<file path="src/rtl/mod_counter_pkg.sv">
// Shared constants for the modulo-N counter: FSM state encoding and direction values.
package mod_counter_pkg;

   localparam logic [0:0] ST_COUNT  = 1'b0;
   localparam logic [0:0] ST_HALTED = 1'b1;

   localparam logic DIR_UP   = 1'b1;
   localparam logic DIR_DOWN = 1'b0;

endpackage

</file>
<file path="src/rtl/count_prescaler.sv">
// Prescale counter: emits one tick every presc+1 enabled cycles, restartable by clr/load.
module count_prescaler #(
   parameter int PRESC_WIDTH = 4
)(
   input  logic                   clk,
   input  logic                   rst_n,
   input  logic                   ena,
   input  logic                   restart,
   input  logic [PRESC_WIDTH-1:0] presc,
   output logic                   tick
);

   logic [PRESC_WIDTH-1:0] cnt_reg;

   // A restart wins over a tick so the next interval always begins from the restarting edge.
   assign tick = ena && !restart && (cnt_reg == presc);

   always_ff @(posedge clk or negedge rst_n) begin
      if (!rst_n) begin
         cnt_reg <= '0;
      end else if (restart || tick) begin
         cnt_reg <= '0;
      end else if (ena) begin
         cnt_reg <= cnt_reg + 1'b1;
      end
   end

endmodule

</file>
<file path="src/rtl/mod_counter.sv">
// Modulo-N up/down counter with clear, clamped load, one-shot halt and registered wrap pulse.
// Optional prescaler built when MOD_COUNTER_PRESCALE_EN is defined.
module mod_counter
   import mod_counter_pkg::*;
#(
   parameter int WIDTH       = 8,
   parameter int MODULUS     = 256,
   parameter int PRESC_WIDTH = 4
)(
   input  logic                   clk,
   input  logic                   rst_n,
   input  logic                   ena,
   input  logic                   clr,
   input  logic                   load,
   input  logic [WIDTH-1:0]       din,
   input  logic                   up_dn,
   input  logic                   one_shot,
`ifdef MOD_COUNTER_PRESCALE_EN
   input  logic [PRESC_WIDTH-1:0] presc,
`endif
   output logic [WIDTH-1:0]       q,
   output logic                   wrap,
   output logic                   done
);

   localparam logic [WIDTH-1:0] MAX_VAL = WIDTH'(MODULUS - 1);
   // One extra bit so MODULUS == 2^WIDTH still compares correctly against din.
   localparam logic [WIDTH:0]   MOD_EXT = (WIDTH + 1)'(MODULUS);

   if (MODULUS < 2 || MODULUS > (1 << WIDTH)) begin : g_bad_modulus
      $error("mod_counter: MODULUS out of range");
   end
   if (PRESC_WIDTH < 1) begin : g_bad_presc
      $error("mod_counter: PRESC_WIDTH must be at least 1");
   end

   logic [WIDTH-1:0] q_reg, q_next;
   logic [0:0]       state_reg, state_next;
   logic             wrap_reg, wrap_next;
   logic             done_reg, done_next;
   logic             step_en;
   logic             step;
   logic             at_term;
   logic [WIDTH-1:0] load_val;

   assign step_en = ena && (state_reg == ST_COUNT);

`ifdef MOD_COUNTER_PRESCALE_EN
   count_prescaler #(
      .PRESC_WIDTH (PRESC_WIDTH)
   ) u_presc (
      .clk     (clk),
      .rst_n   (rst_n),
      .ena     (step_en),
      .restart (clr || load),
      .presc   (presc),
      .tick    (step)
   );
`else
   assign step = step_en;
`endif

   assign at_term  = (up_dn == DIR_UP) ? (q_reg == MAX_VAL) : (q_reg == '0);
   assign load_val = ({1'b0, din} >= MOD_EXT) ? MAX_VAL : din;

   always_comb begin
      q_next     = q_reg;
      state_next = state_reg;
      wrap_next  = 1'b0;
      done_next  = done_reg;
      if (clr) begin
         q_next     = '0;
         state_next = ST_COUNT;
         done_next  = 1'b0;
      end else if (load) begin
         q_next     = load_val;
         state_next = ST_COUNT;
         done_next  = 1'b0;
      end else if (step) begin
         if (!at_term) begin
            q_next = (up_dn == DIR_UP) ? q_reg + 1'b1 : q_reg - 1'b1;
         end else if (one_shot) begin
            state_next = ST_HALTED;
            done_next  = 1'b1;
         end else begin
            q_next    = (up_dn == DIR_UP) ? '0 : MAX_VAL;
            wrap_next = 1'b1;
         end
      end
   end

   always_ff @(posedge clk or negedge rst_n) begin
      if (!rst_n) begin
         q_reg     <= '0;
         state_reg <= ST_COUNT;
         wrap_reg  <= 1'b0;
         done_reg  <= 1'b0;
      end else begin
         q_reg     <= q_next;
         state_reg <= state_next;
         wrap_reg  <= wrap_next;
         done_reg  <= done_next;
      end
   end

   assign q    = q_reg;
   assign wrap = wrap_reg;
   assign done = done_reg;

endmodule

</file>
<file path="config.mk">
export PLATFORM = sky130hd
export DESIGN_NAME = mod_counter
export DESIGN_NICKNAME = d
export VERILOG_FILES = /design/src/rtl/mod_counter_pkg.sv /design/src/rtl/count_prescaler.sv /design/src/rtl/mod_counter.sv
export SDC_FILE = /design/constraint.sdc
export NUM_CORES = 1
export LEC_CHECK = 0
export BUFFER_PORTS_ARGS = -buffer_cell sky130_fd_sc_hd__buf_2
export CORE_MARGIN = 1
export CORE_UTILIZATION = 32
export DETAILED_ROUTE_END_ITERATION = 16
export GPL_TIMING_DRIVEN = 0
export MAX_ROUTING_LAYER = met4
export PLACE_DENSITY = 0.53
export SYNTH_ARGS = -nofsm -noshare
export SYNTH_HDL_FRONTEND = slang
export SYNTH_HIERARCHICAL = 1
export SYNTH_SLANG_ARGS = --single-unit
</file>
<file path="constraint.sdc">
create_clock -name clk -period 1.8 [get_ports clk]
set_clock_uncertainty 0.1 [all_clocks]
set_input_delay 0.45 -clock clk [delete_from_list [all_inputs] [get_ports clk]]
set_output_delay 0.45 -clock clk [all_outputs]
set_load 0.02 [all_outputs]
</file>
==> impl_results.md <==
- Outcome: finished, violations left
- Failing checks: negative setup slack
- Vias in the first global route: 1064
- Post-route cell area: 0.00148 mm2
- Initial Util: 34.0%
- Worst Path Arrival: 1.98 ns
- Crit-path slowest cell: dfrtp_2
- RSZ-0062 raised after global routing: true
- CP Max Fanout: 6
- DRC violations left: 0
- Max-cap violations: 0
- Startpoint Class: flip-flop
- Power density cells: 668 mW/mm2
- Die H: 56.3 um
- DRT Pass-1 Iters: 4
- LEAKAGE: 0.627 nW
- DP Area: 0.00118 mm2
- Seq/Total Area, Yosys: 26.5%
- Worst slew pin tran: 0.551 ns
- Setup_tns: -0.660 ns
- Fmax achieved: 519 MHz
- DR iter-0 viols: 27
- Period minus WS final: 1.93 ns
- Clock Latency Late Sink: 0.27 ns
- Clk buf depth: 2
- CTS Buf Count: 3
- Post-synthesis async set-or-reset flop share: 100%
- Setup CP Type: reg -> reg
- Synth area leaders: dfrtp_1 (26%), ha_1 (7.9%), a21oi_1 (5.8%)
- Final Max Slew Viols: 0
- GRT Overall Usage: 20.3%
- Die W: 56.3 um
- Nets: 176
- HP Class: in -> reg
- DR vias: 1005
- Syn Nets: 129
- CTS tree: yes
- DR vias/cell: 5.46
- Endpoint type of the worst setup path: flip-flop
- Total die area: 0.00317 mm2
- CP peak stage delay: 0.44 ns
- P&R area growth vs syn: 56.3%
- Final WS setup: -0.128 ns
- Unique masters post-synth: 42
- CTS sink count: 10
- Largest net degree at the start of global routing: 11
- Synth top area share: 26.5%
- I/O pin count: 25
- DP Wirelength: 2000 um
- Number of enable flip-flop cells after synthesis: 0
- Antenna violations before repair: 0
- Final setup vio count: 8
- Site row count: 19
- Syn Inst Count: 107
- Hold slack: 0.347 ns
- Largest area contributor in the netlist: dfrtp_1
- CTS H-tree lvls: 1
- GPL Wtd Cong: 0.832
- Relative max-transition margin: 63.2%
- First-pass GRT wire length: 4860 um
- Dominant synthesized flop cell: dfrtp_1
- Antenna viol nets, final: 0
- Congestion Overflow GR: 0
- Antenna cell count: 0
- Clock edge transition at the registers on the reported setup and hold paths: 0.07 ns
- Worst-path cell chain: nor4_4 -> and3_4 -> o21ai_4 -> a21oi_4 -> mux2_2
- Port bufs: 24
- Count leader, synth: a21oi_1
- Syn Area/Cell: 8.83 um2
- Ratio of cells with drive above 1 in the final layout: 57.5%
- Routed length per instance: 15.7 um
- Period Utilization, post-route: 107%
- Yosys warnings: 6
- Mapped Area: 945 um2
- Worst EP required: 1.85 ns
- Total Routed Length: 2880 um
- Root Buffer: clkbuf_4
- Core area: 0.00278 mm2
- Top cells by instance count after synthesis: a21oi_1 (11), dfrtp_1 (10), nor2_1 (9)
- Endpoints failing hold: 0
- Flops & latches, synth: 10
- VDD IR-drop max: 535 uV
- Max reg flops: 8
metal layers:
layer	routed length, um	share of wire (%)	track usage (%)	vias up
li1	-	-	-	494
met1	1310	45	23.4	478
met2	1430	50	36.2	27
met3	112	3.9	4.84	6
met4	31	1.1	3.14	0
met5	0	0	-	-
cell families (layout without fill, tap and decap cells):
logic type | after synthesis | count (layout) | synth area share, %
adder cells (fa/ha/maj) | 7 | 7 | 10.1
multiplexers | 5 | 5 | 5.83
flip-flops | 10 | 10 | 26.5
AO/OA/AOI/OAI | 32 | 32 | 25.6
AND/OR/NAND/NOR | 38 | 38 | 23.4
XOR/XNOR | 5 | 5 | 4.64
buffers and inverters | 10 | 56 | 3.97
where the power goes:
| group | leakage, nW | switching, mW | internal [mW] |
|---|---|---|---|
| Clock | 0.0150 | 0.0821 | 0.0858 |
| Combinational | 0.491 | 0.255 | 0.274 |
| Sequential | 0.121 | 0.0390 | 0.250 |
| Total | 0.627 | 0.376 | 0.610 |
worst max-delay path, delay by kind of cell, from the launching register on:
| kind | cells | cell delay [ns] |
|---|---|---|
| AND/OR/NAND/NOR | 2 | 0.57 |
| flip-flops | 1 | 0.44 |
| multiplexers | 1 | 0.37 |
| AO/OA/AOI/OAI | 2 | 0.34 |
per-stage QoR:
stage | worst slack [ns] | total power, mW | cells | util (%)
after floorplan | -0.171 | 0.567 | 107 | -
after global placement | -0.656 | 0.671 | 162 | 42.4
after detailed placement | -0.653 | 0.678 | 162 | 42.4
after CTS | -0.120 | 0.972 | 181 | 51.8
after global routing | -0.203 | 1.05 | 184 | 53.1
final | -0.128 | 0.987 | 184 | 53.1
placed cells by master, fill, tap and decap left out, types with 3 or more instances in the layout:
| master | instances |
|---|---|
| buf_2 | 23 |
| dfrtp_2 | 8 |
| nand2_1 | 8 |
| buf_4 | 15 |
| ha_4 | 5 |
| o21bai_1 | 3 |
| nor2_1 | 8 |
| inv_1 | 5 |
| xnor2_1 | 4 |
| clkbuf_4 | 3 |
| a21oi_1 | 8 |
| clkbuf_1 | 3 |
final cells by class:
class	count	area (um2)
Buffer	2	7.51
Clock buffer	4	26.3
Fill cell	265	1310
Inverter	8	33.8
Multi-Input combinational cell	87	826
Sequential cell	10	260
Tap cell	31	38.8
Timing Repair Buffer	42	284
final timing paths:
check / startpoint / to / slack, ns / cells after the start
setup reg to reg: q[7] / q[2] / -0.13 / 5
hold / removal: one_shot / wrap / 0.35 / 2
setup / recovery: q[7] / q[2] / -0.13 / 5
min in group asynchronous: rst_n / wrap / 0.48 / 2
hold reg to reg: done / done / 0.44 / 2
max in group asynchronous: rst_n / q[0] / 0.90 / 2
timing repair:
| action | in CTS | in global routing |
|---|---|---|
| pin swaps | 11 | 8 |
| resized for setup | 25 | 5 |
| buffers inserted | 14 | 3 |
| setup endpoints to repair | 8 | 8 |
| hold buffers | 1 | 0 |
| endpoints found under the hold margin | 10 | 0 |
(Power assumes the default switching activity.)
